$ cat config.mk
export PLATFORM = sky130hd
export DESIGN_NAME = qsys_serial_arbiter
export DESIGN_NICKNAME = d
export VERILOG_FILES = /design/src/rtl/qsys_serial_pkg.sv /design/src/rtl/qsys_rr_select.sv /design/src/rtl/qsys_serial_arbiter.sv
export SDC_FILE = /design/constraint.sdc
export NUM_CORES = 1
export LEC_CHECK = 0
export CORE_MARGIN = 1
export CORE_UTILIZATION = 39
export CTS_CLUSTER_DIAMETER = 80
export DETAILED_ROUTE_END_ITERATION = 6
export PLACE_DENSITY = 0.94
export SLEW_MARGIN = 30
export SYNTH_ARGS = -nofsm -noshare
export SYNTH_HDL_FRONTEND = slang
export SYNTH_SLANG_ARGS = --single-unit
$ cat constraint.sdc
create_clock -name csi_MCLK_clk -period 3.2 [get_ports csi_MCLK_clk]
set_input_delay 0.64 -clock csi_MCLK_clk [delete_from_list [all_inputs] [get_ports csi_MCLK_clk]]
set_output_delay 0.64 -clock csi_MCLK_clk [all_outputs]
set_load 0.05 [all_outputs]
$ cat src/rtl/qsys_serial_pkg.sv
// qsys_serial_pkg: shared FSM encoding, grant index width and timeout read-return pattern
package qsys_serial_pkg;
    localparam int GRANT_W = 3;
    localparam logic [31:0] TIMEOUT_RDATA = 32'hDEAD_BEEF;
    typedef enum logic [1:0] {IDLE, ISSUE, BUSY, COMPLETE} state_t;
endpackage

$ cat src/rtl/qsys_rr_select.sv
// qsys_rr_select: combinational round-robin pick of the first requester at or after ptr
// Ports: req (request vector), ptr (search start), grant (one-hot), idx (granted index), valid (any request)
module qsys_rr_select
    import qsys_serial_pkg::*;
#(
    parameter int NUM_REQ = 4
)(
    input  logic [NUM_REQ-1:0] req,
    input  logic [GRANT_W-1:0] ptr,
    output logic [NUM_REQ-1:0] grant,
    output logic [GRANT_W-1:0] idx,
    output logic               valid
);
    logic [7:0]         req_pad;
    logic [GRANT_W-1:0] c;

    assign req_pad = 8'(req);

    // Walk the search window backwards so the candidate nearest ptr is written last and wins.
    always_comb begin
        idx   = '0;
        valid = 1'b0;
        c     = '0;
        for (int k = NUM_REQ - 1; k >= 0; k--) begin
            c = GRANT_W'((int'(ptr) + k) % NUM_REQ);
            if (req_pad[c]) begin
                idx   = c;
                valid = 1'b1;
            end
        end
        grant = valid ? NUM_REQ'(1) << idx : '0;
    end
endmodule

$ cat src/rtl/qsys_serial_arbiter.sv
// qsys_serial_arbiter: round-robin arbiter sharing one serial-device Avalon master among NUM_REQ slaves
// Ports: csi_MCLK_clk/rsi_MRST_reset clock and async reset; avs_req_* per-requester slave side;
//        avm_ser_* downstream master side; grant_id owning requester; busy not-IDLE; timeout_err sticky watchdog.
// Build option: SERIAL_ARB_TIMEOUT_EN enables the TIMEOUT_CYCLES watchdog; otherwise it waits indefinitely.
module qsys_serial_arbiter
    import qsys_serial_pkg::*;
#(
    parameter int NUM_REQ        = 4,
    parameter int ADDR_W         = 8,
    parameter int TIMEOUT_CYCLES = 1024
)(
    input  logic                      csi_MCLK_clk,
    input  logic                      rsi_MRST_reset,
    input  logic [NUM_REQ-1:0]        avs_req_write,
    input  logic [NUM_REQ-1:0]        avs_req_read,
    input  logic [NUM_REQ*ADDR_W-1:0] avs_req_address,
    input  logic [NUM_REQ*32-1:0]     avs_req_writedata,
    output logic [NUM_REQ-1:0]        avs_req_waitrequest,
    output logic [NUM_REQ-1:0]        avs_req_readdatavalid,
    output logic [31:0]               avs_req_readdata,
    output logic                      avm_ser_chipselect,
    output logic                      avm_ser_write,
    output logic                      avm_ser_read,
    output logic [ADDR_W-1:0]         avm_ser_address,
    output logic [31:0]               avm_ser_writedata,
    input  logic                      avm_ser_waitrequest,
    input  logic                      avm_ser_readdatavalid,
    input  logic [31:0]               avm_ser_readdata,
    output logic [GRANT_W-1:0]        grant_id,
    output logic                      busy,
    output logic                      timeout_err
);
    state_t             state, state_nxt;
    logic [GRANT_W-1:0] ptr, sel_idx;
    logic [NUM_REQ-1:0] req, sel_grant, gnt_mask;
    logic               sel_valid, sel_wr, is_wr, to_fire;
    logic [ADDR_W-1:0]  addr_q, sel_addr;
    logic [31:0]        wdata_q, sel_wdata, rdata_q;

    assign req = avs_req_read | avs_req_write;

    qsys_rr_select #(.NUM_REQ(NUM_REQ)) u_sel (
        .req   (req),
        .ptr   (ptr),
        .grant (sel_grant),
        .idx   (sel_idx),
        .valid (sel_valid)
    );

    // Write wins when a requester raises read and write together.
    always_comb begin
        sel_addr  = '0;
        sel_wdata = '0;
        sel_wr    = 1'b0;
        for (int i = 0; i < NUM_REQ; i++)
            if (sel_grant[i]) begin
                sel_addr  = avs_req_address[i*ADDR_W +: ADDR_W];
                sel_wdata = avs_req_writedata[i*32 +: 32];
                sel_wr    = avs_req_write[i];
            end
    end

`ifdef SERIAL_ARB_TIMEOUT_EN
    localparam int CNT_W = $clog2(TIMEOUT_CYCLES + 1);
    logic [CNT_W-1:0] to_cnt;
    logic             in_xfer, to_err_q;

    assign in_xfer = state == ISSUE || state == BUSY;
    // A device that finishes on the very last cycle still completes normally.
    assign to_fire = in_xfer && to_cnt == CNT_W'(TIMEOUT_CYCLES - 1) && (state == ISSUE || avm_ser_waitrequest);
    assign timeout_err = to_err_q;

    always_ff @(posedge csi_MCLK_clk or posedge rsi_MRST_reset)
        if (rsi_MRST_reset) begin
            to_cnt   <= '0;
            to_err_q <= 1'b0;
        end else begin
            to_cnt   <= in_xfer ? to_cnt + CNT_W'(1) : '0;
            to_err_q <= to_err_q | to_fire;
        end
`else
    assign to_fire     = 1'b0;
    assign timeout_err = 1'b0;
`endif

    always_comb begin
        state_nxt = IDLE;
        unique case (state)
            IDLE:     state_nxt = sel_valid ? ISSUE : IDLE;
            ISSUE:    state_nxt = to_fire ? COMPLETE : avm_ser_waitrequest ? BUSY : ISSUE;
            BUSY:     state_nxt = (to_fire || !avm_ser_waitrequest) ? COMPLETE : BUSY;
            default:  state_nxt = IDLE;
        endcase
    end

    always_ff @(posedge csi_MCLK_clk or posedge rsi_MRST_reset)
        if (rsi_MRST_reset) begin
            state    <= IDLE;
            ptr      <= '0;
            grant_id <= '0;
            is_wr    <= 1'b0;
            addr_q   <= '0;
            wdata_q  <= '0;
            rdata_q  <= '0;
        end else begin
            state <= state_nxt;
            if (state == IDLE && sel_valid) begin
                grant_id <= sel_idx;
                is_wr    <= sel_wr;
                addr_q   <= sel_addr;
                wdata_q  <= sel_wdata;
            end
            if (state == BUSY && avm_ser_readdatavalid)
                rdata_q <= avm_ser_readdata;
            if (to_fire)
                rdata_q <= TIMEOUT_RDATA;
            if (state == COMPLETE)
                ptr <= (grant_id == GRANT_W'(NUM_REQ - 1)) ? '0 : grant_id + GRANT_W'(1);
        end

    assign avm_ser_chipselect    = state == ISSUE;
    assign avm_ser_write         = avm_ser_chipselect && is_wr;
    assign avm_ser_read          = avm_ser_chipselect && !is_wr;
    assign avm_ser_address       = avm_ser_chipselect ? addr_q : '0;
    assign avm_ser_writedata     = avm_ser_chipselect ? wdata_q : '0;
    assign gnt_mask              = (state == COMPLETE) ? NUM_REQ'(1) << grant_id : '0;
    assign avs_req_waitrequest   = req & ~gnt_mask;
    assign avs_req_readdatavalid = is_wr ? '0 : gnt_mask;
    assign avs_req_readdata      = (state == COMPLETE && !is_wr) ? rdata_q : '0;
    assign busy                  = state != IDLE;
endmodule
# Word level (Yosys, flattened, before mapping)
# Cells that the tools add are included.
# W data, S select, Z words.
# totals
out_inout_bits,88
wordCells,77
in_bits,204
register_bits,80
# op_classes
reduce_logical,11
n_eq_ne,4
bitwise_logic,6
magnitude_cmp,4
mux,39
shifts,2
add_sub_neg,4
# ops
operator,n
$mux W32,6
$mux W8,5
$mux W1,14
$lt A3 B4 Y1 const B,3
$mux W3,4
$mux W4,3
$bmux W1 S3,3
$shl A1 B3 Y4 const A,2
$pmux W2 S3,1
$reduce_or A2 Y1,3
$logic_and A1 B1 Y1,5
$add A2 B1 Y2 const B,2
$add A2 B2 Y2 const B,2
$and A4 B4 Y4,1
$eq A2 B2 Y1 const B,2
$lt A2 B4 Y1 const B,1
$mux W2,2
$not A4 Y4,1
$or A4 B4 Y4,1
$and A1 B1 Y1 const A,3
$eq A3 B2 Y1 const B,1
$bmux W1 S2,1
$eq A2 B1 Y1 const B,1
$logic_not A2 Y1,1
other kinds (2),2

# Logic depth before layout (Yosys ltp)
# Gate-level depths: netlist of run 1.
# logic_depth
ltp_word,15
depth_mapped,7
mapped_depth_nobuf,5

# Hierarchy
# From an unflattened synthesis of run 1, not the netlist that was laid out.
# unflattened
hier_cells,533
area_unflattened_um2,5066.1
# by_module_without_submodules
mod,area_per_inst_um2,seq_area_each_um2,cells_each,instances
qsys_serial_arbiter,4843.4,2026.9,498,1
qsys_rr_select,222.7,0.0,35,1

# Least setup slack after synthesis of run 1
# OpenSTA, ideal clock, no wires.
# synth_timing
kind,register to output
from,register state[0]
to,output port avm_ser_writedata[22]
path_stages_with_launch,5
t_required_ns,2.560
setup_slack_ns,0.667
path_buffers,2
t_arrival_ns,1.893
cell_sequence,dfrtp_1 > nor2b_1 > clkbuf_1 > clkbuf_1 > and2_1
# synth_between
elab_chain_cells,2
# synth_lines
item,line,text
from (decl),qsys_serial_arbiter.sv:33,"state_t state, state_nxt;"
from (signal assigned),qsys_serial_arbiter.sv:106,state <= state_nxt;
$eq A2 B1 Y1,qsys_serial_arbiter.sv:121,assign avm_ser_chipselect = state == ISSUE;
via avm_ser_chipselect,qsys_serial_arbiter.sv:21,"output logic avm_ser_chipselect,"
$mux W32,qsys_serial_arbiter.sv:125,assign avm_ser_writedata = avm_ser_chipselect ? wdata_q : '0;
to (decl),qsys_serial_arbiter.sv:25,"output logic [31:0] avm_ser_writedata,"
# The timed path passes the listed nets, and every way through them passes these cells.

# Final worst setup path of run 1
# layout_timing
from,register state[0]
to,output port avm_ser_address[5]
# layout_between
elab_chain_cells,2
# layout_lines
item,line,text
$eq A2 B1 Y1,qsys_serial_arbiter.sv:121,
$mux W8,qsys_serial_arbiter.sv:124,assign avm_ser_address = avm_ser_chipselect ? addr_q : '0;
to (decl),qsys_serial_arbiter.sv:24,"output logic [ADDR_W-1:0] avm_ser_address,"
# Every way passes these cells.

==> results of run 1 <==
-- cell type report --
cell class	count	area [um2]
fill	903	3980
timing repair buffer	307	3370
multi-input combinational	332	2790
sequential	79	1980
clock buffer	10	229
tap	172	215
clock inverter	6	46.3
inverter	4	16.3
-- Yosys cell counts (2+ instances only) --
master and instances:
a21o_1 4, a21o_4 2, a22oi_1 40, a31oi_1 5
and2_1 77, buf_1 3, buf_2 12, buf_4 6
buf_6 9, clkbuf_1 12, dfrtp_1 79, ha_1 4
inv_1 4, mux2_2 33, nand2_1 45, nand3_1 2
nor2_1 5, nor2b_1 4, o211ai_1 2, o211ai_2 40
o21ai_0 2, o21bai_1 3, o221ai_1 20, o221ai_2 20
-- final timing paths --
kind                       cells past startpoint  slack, ns           start            endpoint
setup / recovery                               4       0.19        state[0]  avm_ser_address[5]
hold / removal                                 2       0.48     wdata_q[31]         wdata_q[31]
setup reg to reg                               6       1.00        state[1]           addr_q[5]
hold reg to reg                                2       0.48     wdata_q[31]         wdata_q[31]
max in group asynchronous                      3       1.77  rsi_MRST_reset               is_wr
min in group asynchronous                      2       0.73  rsi_MRST_reset          wdata_q[2]
-- flip-flops by register name, indices dropped and copies added, names as in the netlist --
register,count
state,2
is_wr,1
grant_id,2
addr_q,8
wdata_q,32
ptr,2
rdata_q,32
-- per-layer routing --
layer | share of wire | vias up | wire length, um | track usage
li1 | - | 2279 | - | -
met1 | 0.35 | 2390 | 6540 | 0.290
met2 | 0.51 | 273 | 9400 | 0.493
met3 | 0.11 | 49 | 1970 | 0.100
met4 | 0.035 | 0 | 650 | 0.134
met5 | 0 | - | 0 | 0
-- layout by cell type (no fill, tap or decap), types with 3 or more instances in the layout --
cell type        count
and2_1              77
o211ai_2            40
o21bai_1             3
o221ai_1            20
a21o_1               4
nor2_1               5
nand2_1             45
a31oi_1              5
buf_12              37
buf_4               29
a22oi_1             40
inv_1                3
clkdlybuf4s50_1    241
dfrtp_1             79
o221ai_2            20
mux2_2              33
clkbuf_16            9
ha_1                 4
-- cells by family (layout without fill, tap and decap cells) --
logic type,Yosys count,count (layout)
AO/OA/AOI/OAI,151,151
AND/OR/NAND/NOR,142,142
flip-flops,79,79
buffers and inverters,47,327
multiplexers,33,33
adder cells (fa/ha/maj),4,4
other,1,2
-- power by group through the flow --
stage               clock network (mW)  registers, mW  logic, mW
floorplan                            0           1.74       3.55
global placement                     0           1.79       4.96
detailed placement                   0           1.84       5.14
CTS                              0.993           1.83       5.17
global route                      1.04           1.89       5.44
finish                           0.969           1.84       5.13
-- tightest hold or removal path, delay by kind of cell (launching register included) --
family             cells  cell delay, ns
AOI/OAI and AO/OA      1            0.05
DFF                    1            0.34
and+or+nand+nor        1            0.06
==> impl_results.md, run 1 <==
- Status: finished clean
- Worst path cell trace: nor2b_2 > buf_4 > and2_1 > clkdlybuf4s50_1
- Post-Syn Area per Cell: 11.0 um2
- Post-cts gate resize count: 0
- Internal cell power: 4.12 mW
- Seq pwr share: 0.232
- Yosys cell types: 48
- Overflow after GRT: 0
- Max_cap viols: 0
- # H-tree levels: 3
- Die span in y: 116 um
- Hold Crit Class: flop to flop
- Drt pass-1 iters: 5
- Sum Neg Setup Slack: 0 ns
- Clock slew at reported path FFs: 0.06 ns
- Initial DRC count: 277
- Top FF cell, synth: dfrtp_1
- Critical Path AT: 2.37 ns
- Initial Util: 0.399
- Fmax: 0.332 GHz
- Clock Power Share: 0.122
- Post-layout min period: 3.01 ns
- Slew @ Worst Pin: 0.775 ns
- Power per cell area: 918 nW/um2
- Compound-Gate Fraction of Synth Area: 0.312
- Final hold viol count: 0
- WHS: 0.481 ns
- CP Launch Type: flop
- Adder-cell share of the synthesized area: 0.00994
- Slew headroom: 0.483
- Max clock buf depth: 2
- Die X: 116 um
- Drt wl/cell: 20.4 um
- Worst Setup Slack post-DPL: 0.301 ns
- Sequential area share after synthesis: 0.393
- RSZ-0062 raised after global routing: no
- Fin cells: 910
- PnR Total Power: 7.94 mW
- Final Util: 0.685
- Async SR Flop Fraction: 1.00
- Worst Slack Setup Final: 0.189 ns
- Vias in the first global route: 5266
- Area contributors post-synth: dfrtp_1 (39%), o211ai_2 (9.9%), and2_1 (9.6%)
- Share of cells above drive strength 1: 0.259
- Die area: 13400 um2
- Antenna Violating Nets Remaining: 0
- CP Class: flop to output pin
- Post-CTS Setup Bufs: 0
- Port bufs: 289
- Vias/cell: 5.48
- Worst path max stage delay: 0.82 ns
- Max Clock Skew: 0.0108 ns
- Max Slew Vio Count: 0
- Area Growth Syn to Fin: 71.7%
- Finish-stage setup viols: 0
- Initial antenna violation count: 0
- Leak pwr: 3.47 nW
- Nets: 941
- CP bufs+invs: 2
- CTS tree: done
- Placer congestion estimate: 0.914
- Total I/O pin count: 292
- Core area: 12600 um2
- Site row count: 41
- DRC Markers: 0
- Main combinational cell family by area after synthesis: compound AO/OA/AOI/OAI gates
- Num CTS Buffers: 9
- Fin crit share: 0.941
- Comb pwr share: 0.646
- Largest net degree at the start of global routing: 41
- Worst-path maximum fanout: 28
- Slowest stage cell, crit path: clkdlybuf4s50_1
- Yosys reg bits: 79
- Yosys top cell area share: 0.393
- Mux cell area share after synthesis: 0.0738
- Inst Count DP: 894
- Worst EP required: 2.56 ns
- Vias: 4991
- Drt total wl: 18600 um
- Worst IR Drop VDD: 542 uV
- Synth Instances: 457
- CTS sink cnt: 79
- Global Route Usage Sum: 0.277
- Sw frac: 0.481
- N_diodes: 0
- Mapped Area: 5030 um2
- Clock latency on the worst-skew pair: 0.35 ns
- First-pass GRT wire length: 28000 um
- Net switching power: 3.81 mW
- CP top delay family: buffers and inverters
- Number of synthesized flops with an enable pin: 0
- Hold buffer count at cts: 0
- Largest area contributor in the netlist: dfrtp_1
- YS warnings: 0
- Post-Synth Simple-Gate Area: 0.154
- XOR/XNOR Fraction of Synth Area: 0
- Crit. End Element: output pin
- Post-layout instance area: 8640 um2
- Clock Tree Root: clkbuf_16
- Post-DP HPWL: 14200 um
- DP Area: 8370 um2
(Power assumes the default switching activity.)
==> run 2, diff against run 1 <==
- CORE_MARGIN: 1 -> default
==> results of run 2 <==
The final DEF is identical to that of run 1; final timing and power are the same.
